<file path="src/rtl/prirv32_pkg.sv">
// prirv32_pkg: shared types and constants for the prirv32 fetch front end.
package prirv32_pkg;

  typedef enum logic [1:0] {
    IDLE  = 2'd0,
    REQ   = 2'd1,
    WAIT  = 2'd2,
    FLUSH = 2'd3
  } fetch_state_t;

  typedef struct packed {
    logic [31:0] pc;
    logic [31:0] instr;
  } fetch_entry_t;

  localparam logic [31:0] INSTR_NOP        = 32'h0000_0013;
  localparam logic [31:0] PC_STEP          = 32'd4;
  localparam logic [31:0] DEFAULT_RESET_PC = 32'h0000_0000;

  // Sequential word address; wraps naturally at 2^32.
  function automatic logic [31:0] next_fetch_pc(input logic [31:0] pc);
    return pc + PC_STEP;
  endfunction

  // Fetches are always word aligned.
  function automatic logic [31:0] align_pc(input logic [31:0] pc);
    return {pc[31:2], 2'b00};
  endfunction

endpackage

</file>
<file path="src/rtl/prirv32_fetch_buf.sv">
// prirv32_fetch_buf: 2-entry FIFO of {pc, instr} between fetch and decode.
// When empty the head reads as a NOP at pc 0 so the decoder sees quiet values.
module prirv32_fetch_buf
  import prirv32_pkg::*;
(
  input  logic         clk_in,
  input  logic         rst_in,
  input  logic         push,
  input  fetch_entry_t push_entry,
  input  logic         pop,
  input  logic         clear,
  output logic [1:0]   count,
  output fetch_entry_t head
);

  fetch_entry_t mem [2];
  logic         wr_ptr;
  logic         rd_ptr;
  logic [1:0]   cnt_q;
  logic         do_push;
  logic         do_pop;

  assign do_push = push && (cnt_q != 2'd2);
  assign do_pop  = pop && (cnt_q != 2'd0);

  // Storage, pointers and occupancy; clear empties the queue and beats push/pop.
  always_ff @(posedge clk_in or posedge rst_in) begin
    if (rst_in) begin
      mem[0] <= {32'h0, INSTR_NOP};
      mem[1] <= {32'h0, INSTR_NOP};
      wr_ptr <= 1'b0;
      rd_ptr <= 1'b0;
      cnt_q  <= 2'd0;
    end else if (clear) begin
      wr_ptr <= 1'b0;
      rd_ptr <= 1'b0;
      cnt_q  <= 2'd0;
    end else begin
      if (do_push) begin
        mem[wr_ptr] <= push_entry;
        wr_ptr      <= ~wr_ptr;
      end
      if (do_pop) begin
        rd_ptr <= ~rd_ptr;
      end
      cnt_q <= cnt_q + {1'b0, do_push} - {1'b0, do_pop};
    end
  end

  assign count = cnt_q;
  assign head  = (cnt_q == 2'd0) ? {32'h0, INSTR_NOP} : mem[rd_ptr];

endmodule

</file>
<file path="src/rtl/prirv32_fetch_ctrl.sv">
// prirv32_fetch_ctrl: fetch sequencer owning the PC and the instruction-memory
// port. One outstanding request at a time; returned words are queued for decode.
// Optional macro PRIRV32_FETCH_PERF_EN adds fetched/flushed event counters.
module prirv32_fetch_ctrl
  import prirv32_pkg::*;
#(
  parameter logic [31:0] RESET_PC  = DEFAULT_RESET_PC,
  parameter int unsigned BUF_DEPTH = 2
) (
  input  logic        clk_in,
  input  logic        rst_in,
  input  logic        fetch_en_i,
  output logic        imem_req_o,
  output logic [31:0] imem_addr_o,
  input  logic        imem_gnt_i,
  input  logic        imem_rvalid_i,
  input  logic [31:0] imem_rdata_i,
  input  logic        redirect_i,
  input  logic [31:0] redirect_pc_i,
  output logic        instr_valid_o,
  output logic [31:0] instr_o,
  output logic [31:0] instr_pc_o,
  input  logic        instr_ready_i
`ifdef PRIRV32_FETCH_PERF_EN
  ,
  output logic [31:0] perf_fetched_o,
  output logic [31:0] perf_flushed_o
`endif
);

  localparam logic [1:0] DEPTH = 2'(BUF_DEPTH);

  fetch_state_t state_q;
  fetch_state_t state_d;
  logic [31:0]  fetch_pc_q;
  logic [31:0]  req_pc_q;
  logic [1:0]   buf_count;
  logic [1:0]   count_next;
  fetch_entry_t head;
  logic         granted;
  logic         push;
  logic         pop;
  logic         drop_rsp;
  logic         issue_ok;

  assign granted    = (state_q == REQ) && imem_gnt_i;
  assign push       = (state_q == WAIT) && imem_rvalid_i && !redirect_i;
  assign pop        = instr_valid_o && instr_ready_i;
  assign drop_rsp   = imem_rvalid_i &&
                      ((state_q == FLUSH) || ((state_q == WAIT) && redirect_i));
  assign count_next = redirect_i ? 2'd0 : (buf_count + {1'b0, push} - {1'b0, pop});
  assign issue_ok   = fetch_en_i && (count_next < DEPTH);

  // Next-state: a redirect that catches a live request turns it into a flush.
  always_comb begin
    state_d = state_q;
    case (state_q)
      IDLE:  if (!redirect_i && issue_ok) state_d = REQ;
      REQ:   if (imem_gnt_i) state_d = redirect_i ? FLUSH : WAIT;
      WAIT: begin
        if (imem_rvalid_i)   state_d = issue_ok ? REQ : IDLE;
        else if (redirect_i) state_d = FLUSH;
      end
      FLUSH: if (imem_rvalid_i) state_d = issue_ok ? REQ : IDLE;
      default: state_d = IDLE;
    endcase
  end

  // State, fetch PC and the PC of the request currently in flight.
  always_ff @(posedge clk_in or posedge rst_in) begin
    if (rst_in) begin
      state_q    <= IDLE;
      fetch_pc_q <= RESET_PC;
      req_pc_q   <= RESET_PC;
    end else begin
      state_q <= state_d;
      if (redirect_i) begin
        fetch_pc_q <= align_pc(redirect_pc_i);
      end else if (granted) begin
        fetch_pc_q <= next_fetch_pc(fetch_pc_q);
      end
      if (granted) begin
        req_pc_q <= fetch_pc_q;
      end
    end
  end

  prirv32_fetch_buf u_buf (
    .clk_in     (clk_in),
    .rst_in     (rst_in),
    .push       (push),
    .push_entry ({req_pc_q, imem_rdata_i}),
    .pop        (pop),
    .clear      (redirect_i),
    .count      (buf_count),
    .head       (head)
  );

  assign imem_req_o    = (state_q == REQ);
  assign imem_addr_o   = fetch_pc_q;
  assign instr_valid_o = (buf_count != 2'd0);
  assign instr_o       = head.instr;
  assign instr_pc_o    = head.pc;

`ifdef PRIRV32_FETCH_PERF_EN
  // Event counters: queued words, and words discarded by flushes or redirects.
  always_ff @(posedge clk_in or posedge rst_in) begin
    if (rst_in) begin
      perf_fetched_o <= 32'd0;
      perf_flushed_o <= 32'd0;
    end else begin
      perf_fetched_o <= perf_fetched_o + {31'd0, push};
      perf_flushed_o <= perf_flushed_o + {31'd0, drop_rsp}
                        + (redirect_i ? {30'd0, buf_count} : 32'd0);
    end
  end
`else
  logic unused_drop;
  assign unused_drop = drop_rsp;
`endif

endmodule

</file>
<file path="config.mk">
export PLATFORM = sky130hd
export DESIGN_NAME = prirv32_fetch_ctrl
export DESIGN_NICKNAME = d
export VERILOG_FILES = /design/src/rtl/prirv32_pkg.sv /design/src/rtl/prirv32_fetch_buf.sv /design/src/rtl/prirv32_fetch_ctrl.sv
export SDC_FILE = /design/constraint.sdc
export NUM_CORES = 1
export LEC_CHECK = 0
export BUFFER_PORTS_ARGS = -buffer_cell sky130_fd_sc_hd__buf_2
export CAP_MARGIN = 20
export CORE_MARGIN = 3
export CORE_UTILIZATION = 45
export CTS_BUF_LIST = sky130_fd_sc_hd__clkbuf_8
export DETAILED_ROUTE_END_ITERATION = 8
export PLACE_DENSITY = 0.77
export SYNTH_ARGS = -nofsm -noshare
export SYNTH_HDL_FRONTEND = slang
export SYNTH_HIERARCHICAL = 1
export SYNTH_SLANG_ARGS = --single-unit
</file>
<file path="constraint.sdc">
create_clock -name clk_in -period 7.5 [get_ports clk_in]
set_input_delay 1.5 -clock clk_in [delete_from_list [all_inputs] [get_ports clk_in]]
set_output_delay 1.5 -clock clk_in [all_outputs]
set_load 0.05 [all_outputs]
</file>
# Yosys cells after proc, flatten, opt, wreduce, memory -nomap -nowiden
# Index checks and enable logic that the tools add are counted.
# Widths: inputs -> output; s select.
dict set report word_totals {
  regBits 198
  output_inout_bits 98
  inputBits 71
  word_cells 73
}
dict set report classes {
  n_bitwise 5
  add_sub_neg 5
  magnitude_cmp 4
  mux 23
  reduce_logical 18
  eq_ne 8
}
# cell n
set op_table {}
lappend op_table {{$mux 64} 5}
lappend op_table {{$bwmux 128} 1}
lappend op_table {{$demux 64 s1} 1}
lappend op_table {{$mux 32} 2}
lappend op_table {{$add 32x3->32 const B} 1}
lappend op_table {{$mux 2} 7}
lappend op_table {{$logic_and 1x1->1} 9}
lappend op_table {{$pmux 2 s4} 1}
lappend op_table {{$reduce_bool 2->1} 4}
lappend op_table {{$mux 1} 6}
lappend op_table {{$ne 2x2->1 const B} 3}
lappend op_table {{$add 2x1->2} 2}
lappend op_table {{$eq 2x2->1 const B} 2}
lappend op_table {{$ge 2x2->1 const B} 2}
lappend op_table {{$logic_not 2->1} 2}
lappend op_table {{$not 1->2} 2}
lappend op_table {{$reduce_and 4->1} 1}
lappend op_table {{$sub 2x1->2} 2}
lappend op_table {{$ne 3x3->1 const B} 1}
lappend op_table {{$not 1->1} 3}
lappend op_table {{$eq 2x1->1 const B} 1}
lappend op_table {{$lt 2x1->1 const B} 1}
lappend op_table {{$lt 2x2->1 const B} 1}
lappend op_table {{$ne 2x1->1 const B} 1}
lappend op_table {{other kinds (2)} 2}

# Depth between registers and ports, before layout
dict set report logic_depth {
  ltp_word 11
  ltp_mapped 10
  ltp_nobuf 10
}

# By module
# The synthesis kept the hierarchy.
# module cells_per_inst seq_area_each_um2 n_inst area_per_inst_um2
set modules_own_cells {}
lappend modules_own_cells {prirv32_fetch_buf 438 3310.7 1 6192.2}
lappend modules_own_cells {prirv32_fetch_ctrl 300 1551.5 1 3029.2}

# Worst setup path after synthesis
# OpenSTA, ideal clock, no wires.
dict set report synth_path {
  path_type {in2reg}
  startpoint {input imem_rvalid_i}
  endpoint {register u_buf/mem[100] in the netlist's numbering}
  path_buffers 1
  stages 6
  required_time_ns 7.375
  arrival_time_ns 3.212
  setup_ns 0.125
  path_slack_ns 4.163
  path_cell_list {nor2b_1 > nor3b_1 > inv_1 > nor4_4 > buf_6 > mux2_4}
}
dict set report synth_between {
  elab_chain_len 4
}
# item line_no
set synth_lines {}
lappend synth_lines {{start, declared} prirv32_fetch_ctrl.sv:16} ;# input logic imem_rvalid_i,
lappend synth_lines {{$logic_and 1x1->1 (2 in series)} prirv32_fetch_ctrl.sv:47} ;# assign push = (state_q == WAIT) && imem_rvalid_i && !redirect_i;
lappend synth_lines {{net push} prirv32_fetch_ctrl.sv:41} ;# logic push;
lappend synth_lines {{$logic_and 1x1->1} prirv32_fetch_buf.sv:23} ;# assign do_push = push && (cnt_q != 2'd2);
lappend synth_lines {{$reduce_and 2->1 (no line)} n/a}
lappend synth_lines {{end signal, assigned by index} prirv32_fetch_buf.sv:40} ;# mem[wr_ptr] <= push_entry;
lappend synth_lines {{end, declared} prirv32_fetch_buf.sv:16} ;# fetch_entry_t mem [2];
# The timed path passes the listed nets, and every way through them passes these cells.
# A chain may end at the register's enable or synchronous reset.

# Final worst setup path
dict set report layout_path {
  startpoint {input redirect_i}
  endpoint {register u_buf/mem[91] in the netlist's numbering}
}
dict set report layout_between {
  elab_chain_len 4
  elab_cells_between_ends 5
  classes_between {1 x bitwise; 4 x reduce/logical}
}
# item line_no
set layout_lines {}
lappend layout_lines {{start, declared} prirv32_fetch_ctrl.sv:18} ;# input logic redirect_i,
lappend layout_lines {{$logic_not 1->1} prirv32_fetch_ctrl.sv:47}
lappend layout_lines {{$logic_and 1x1->1} prirv32_fetch_ctrl.sv:47}
lappend layout_lines {{net push} prirv32_fetch_ctrl.sv:41}
lappend layout_lines {{$logic_and 1x1->1} prirv32_fetch_buf.sv:23}
lappend layout_lines {{$reduce_and 2->1 (no line)} n/a}
# The timed path passes the listed nets, and every way through them passes these cells.

==> metrics.md <==
| Metric | Value |
|---|---|
| Post-DR vias/cell | `5.34` |
| Post-Syn Area | `0.00922 sq mm` |
| TritonRoute pass-1 iters | `4` |
| CTS sink cnt | `194` |
| Crit Path Class | `input port to register` |
| Worst slew pin tran | `0.931 ns` |
| Antenna violations before repair | `1` |
| Syn Inst Count | `738` |
| CTS root buffer | `clkbuf_8` |
| Layout cell share with drive strength beyond 1 | `41.2%` |
| Ports | `169` |
| DRC Markers | `0` |
| Synthesis-to-finish area growth | `15.6%` |
| Seq/Total Area, Yosys | `52.7%` |
| RSZ-0062 raised after global routing | `no` |
| Routed vias | `6249` |
| FFs w/ async S/R, synth | `100%` |
| Worst EP arrival | `4.54 ns` |
| Leading cell type in the layout, fill and taps excluded | `dfrtp_1` |
| Worst-skew pair later-pin latency | `0.46 ns` |
| Status | `complete, no violations` |
| Starting Density | `46.6%` |
| Most frequent cells in the layout | `187 x dfrtp_1, 164 x buf_2, 90 x mux2_2` |
| Endpoint class of the critical path | `register` |
| R2r endpoint | `u_buf/mem[91]` |
| Drt initial violations | `259` |
| Core box area | `0.0198 sq mm` |
| Final net count | `966` |
| CTS hold repair buffers | `0` |
| Worst vdd ir | `0.110 mV` |
| Power per cell area | `291 mW/mm^2` |
| Max H-tree Level | `4` |
| Antenna viol nets, final | `0` |
| Most used DFF post-synth | `dfrtp_1` |
| R2R Setup Slk | `4.52 ns` |
| Total grt overflow | `0` |
| Reg clk slew, reported paths | `0.09 ns` |
| Leakage | `4.97 nW` |
| TritonCTS clock tree | `done` |
| Largest net degree at the start of global routing | `76` |
| Fin crit share | `56.0%` |
| Worst setup SP type | `input port` |
| Die area | `0.0222 sq mm` |
| CTS resizes | `0` |
| Final clock skew | `0.0191 ns` |
| Reg area | `0.00487 sq mm` |
| CP max FO | `47` |
| Hold Crit Class | `register to register` |
| TNS Setup | `0 ns` |
| Max-slew violation count | `0` |
| Hold endpoint | `u_buf/mem[24]` |
| Hold_sp | `u_buf/mem[24]` |
| Vias in the first global route | `6442` |
| Final Routed Wirelength | `20500 um` |
| Area occupied by multi-input gates | `0.00408 sq mm` |
| PortBufs | `164` |
| Yosys warnings | `6` |
| EDFF count, synth | `0` |
| Max-slew headroom | `37.9%` |
| Wire per inst | `17.5 um` |
| Cell count of the worst hold path | `1` |
| Max cap viols | `0` |
| Worst r2r src | `state_q[1]` |
| Final core utilization | `53.9%` |
| Fin. Hold Viols | `0` |
| Fmax | `238 MHz` |
| Dpl hpwl | `13600 um` |
| Final setup fails | `0` |
| First-pass GRT wire length | `33700 um` |
| Post CTS Setup Buffer Count | `0` |
| Synth cell types | `49` |
| Fillers | `1709` |
| Synthesized flop and latch total | `194` |
| Die width | `149 um` |
| Row cnt | `51` |
| Cells on worst reg2reg path | `7` |
| Tmin final | `4.20 ns` |
| Gr usage total | `18.9%` |
| Syn_area_per_cell | `12.5 sq um` |
| Max clock buf depth | `2` |
| Die Ht | `149 um` |
| CTS buffer count | `17` |
| Final GP Congestion | `0.792` |
| Critical Path RT | `7.85 ns` |
## where the power goes
| group | total [W] | leakage (nW) | switching, W | internal, W |
|---|---|---|---|---|
| clock | 0.000713 | 0.215 | 0.000395 | 0.000318 |
| sequential | 0.00155 | 2.48 | 0.000206 | 0.00134 |
| combinational | 0.000841 | 2.28 | 0.000406 | 0.000435 |
| total | 0.00310 | 4.97 | 0.00101 | 0.00209 |
## registers in the layout (all words and copies together), names as in the netlist
register / cells
u_buf/rd_ptr: 1
imem_addr_o: 30
u_buf/mem: 128
state_q: 2
u_buf/count: 2
req_pc_q: 30
u_buf/wr_ptr: 1
## cells in the mapped netlist (6+ instances only)
library cell / count / area (sq um)
a31oi_1: 12 / 75.1
buf_2: 13 / 65.1
buf_6: 7 / 78.8
clkbuf_1: 18 / 67.6
dfrtp_1: 188 / 4700
dfstp_2: 6 / 158
inv_1: 17 / 63.8
mux2_2: 90 / 1010
mux2_4: 60 / 901
mux2i_1: 65 / 651
nand2_1: 33 / 124
nand3_1: 10 / 50.1
nor2_1: 80 / 300
nor3_1: 6 / 30.0
nor4_1: 6 / 37.5
o21ai_0: 35 / 175
or3_1: 8 / 50.1
or4_1: 9 / 67.6
xnor2_1: 13 / 114
## layout make-up
type	count	share of cell area, %
multi-input combinational	487	38.2
timing repair buffer	173	8.33
clock buffer	18	2.32
inverter	18	0.681
clock inverter	14	1.64
sequential	194	45.7
tap	265	3.11
antenna	1	0.0235
## logic make-up (layout without fill, tap and decap cells)
group           count (synthesis)  count (layout)  share of synthesized area (%)
fa+ha+maj                       4               4                          0.543
compound gates                 64              64                           4.17
simple gates                  182             182                           9.82
xor+xnor                       16              16                           1.52
buf+inv                        62             223                           3.36
flops                         194             194                           52.7
mux                           215             215                           27.8
other cells                     1               7                         0.0407
## layer usage
layer	wire length (um)	global-route usage [%]
met1	9360	26.7
met2	9710	29.9
met3	1310	4.65
met4	129	4.26
met5	0	0
## worst max-delay path by stage
stage	from	to	slack, ns	depth (start not counted)
after floorplan	rst_in	u_buf/count[0]	2.48	1
after global placement	redirect_i	u_buf/mem[88]	2.83	8
final	redirect_i	u_buf/mem[91]	3.30	8
after global routing	redirect_i	u_buf/mem[77]	3.12	8
after CTS	redirect_i	u_buf/mem[94]	3.29	8
after detailed placement	redirect_i	u_buf/mem[95]	2.80	8
## critical path, stage by stage
cell and delay [ns]:
buf_2 0.36, nor2b_1 0.26, nor3b_1 0.43, inv_1 0.17, nor4_4 0.22, buf_4 0.56
buf_4 0.64, mux2_4 0.35
## through the flow
stage | setup slack (ns) | hold WS [ns] | power [W] | instances | instance area (sq um)
floorplan | 2.48 | 0.462 | 0.00220 | 743 | 9240
global placement | 2.83 | 0.486 | 0.00236 | 1137 | 10200
detailed placement | 2.80 | 0.492 | 0.00241 | 1137 | 10200
CTS | 3.29 | 0.517 | 0.00314 | 1169 | 10700
global route | 3.12 | 0.526 | 0.00329 | 1169 | 10700
finish | 3.30 | 0.513 | 0.00310 | 1170 | 10700
(Power assumes the default switching activity.)
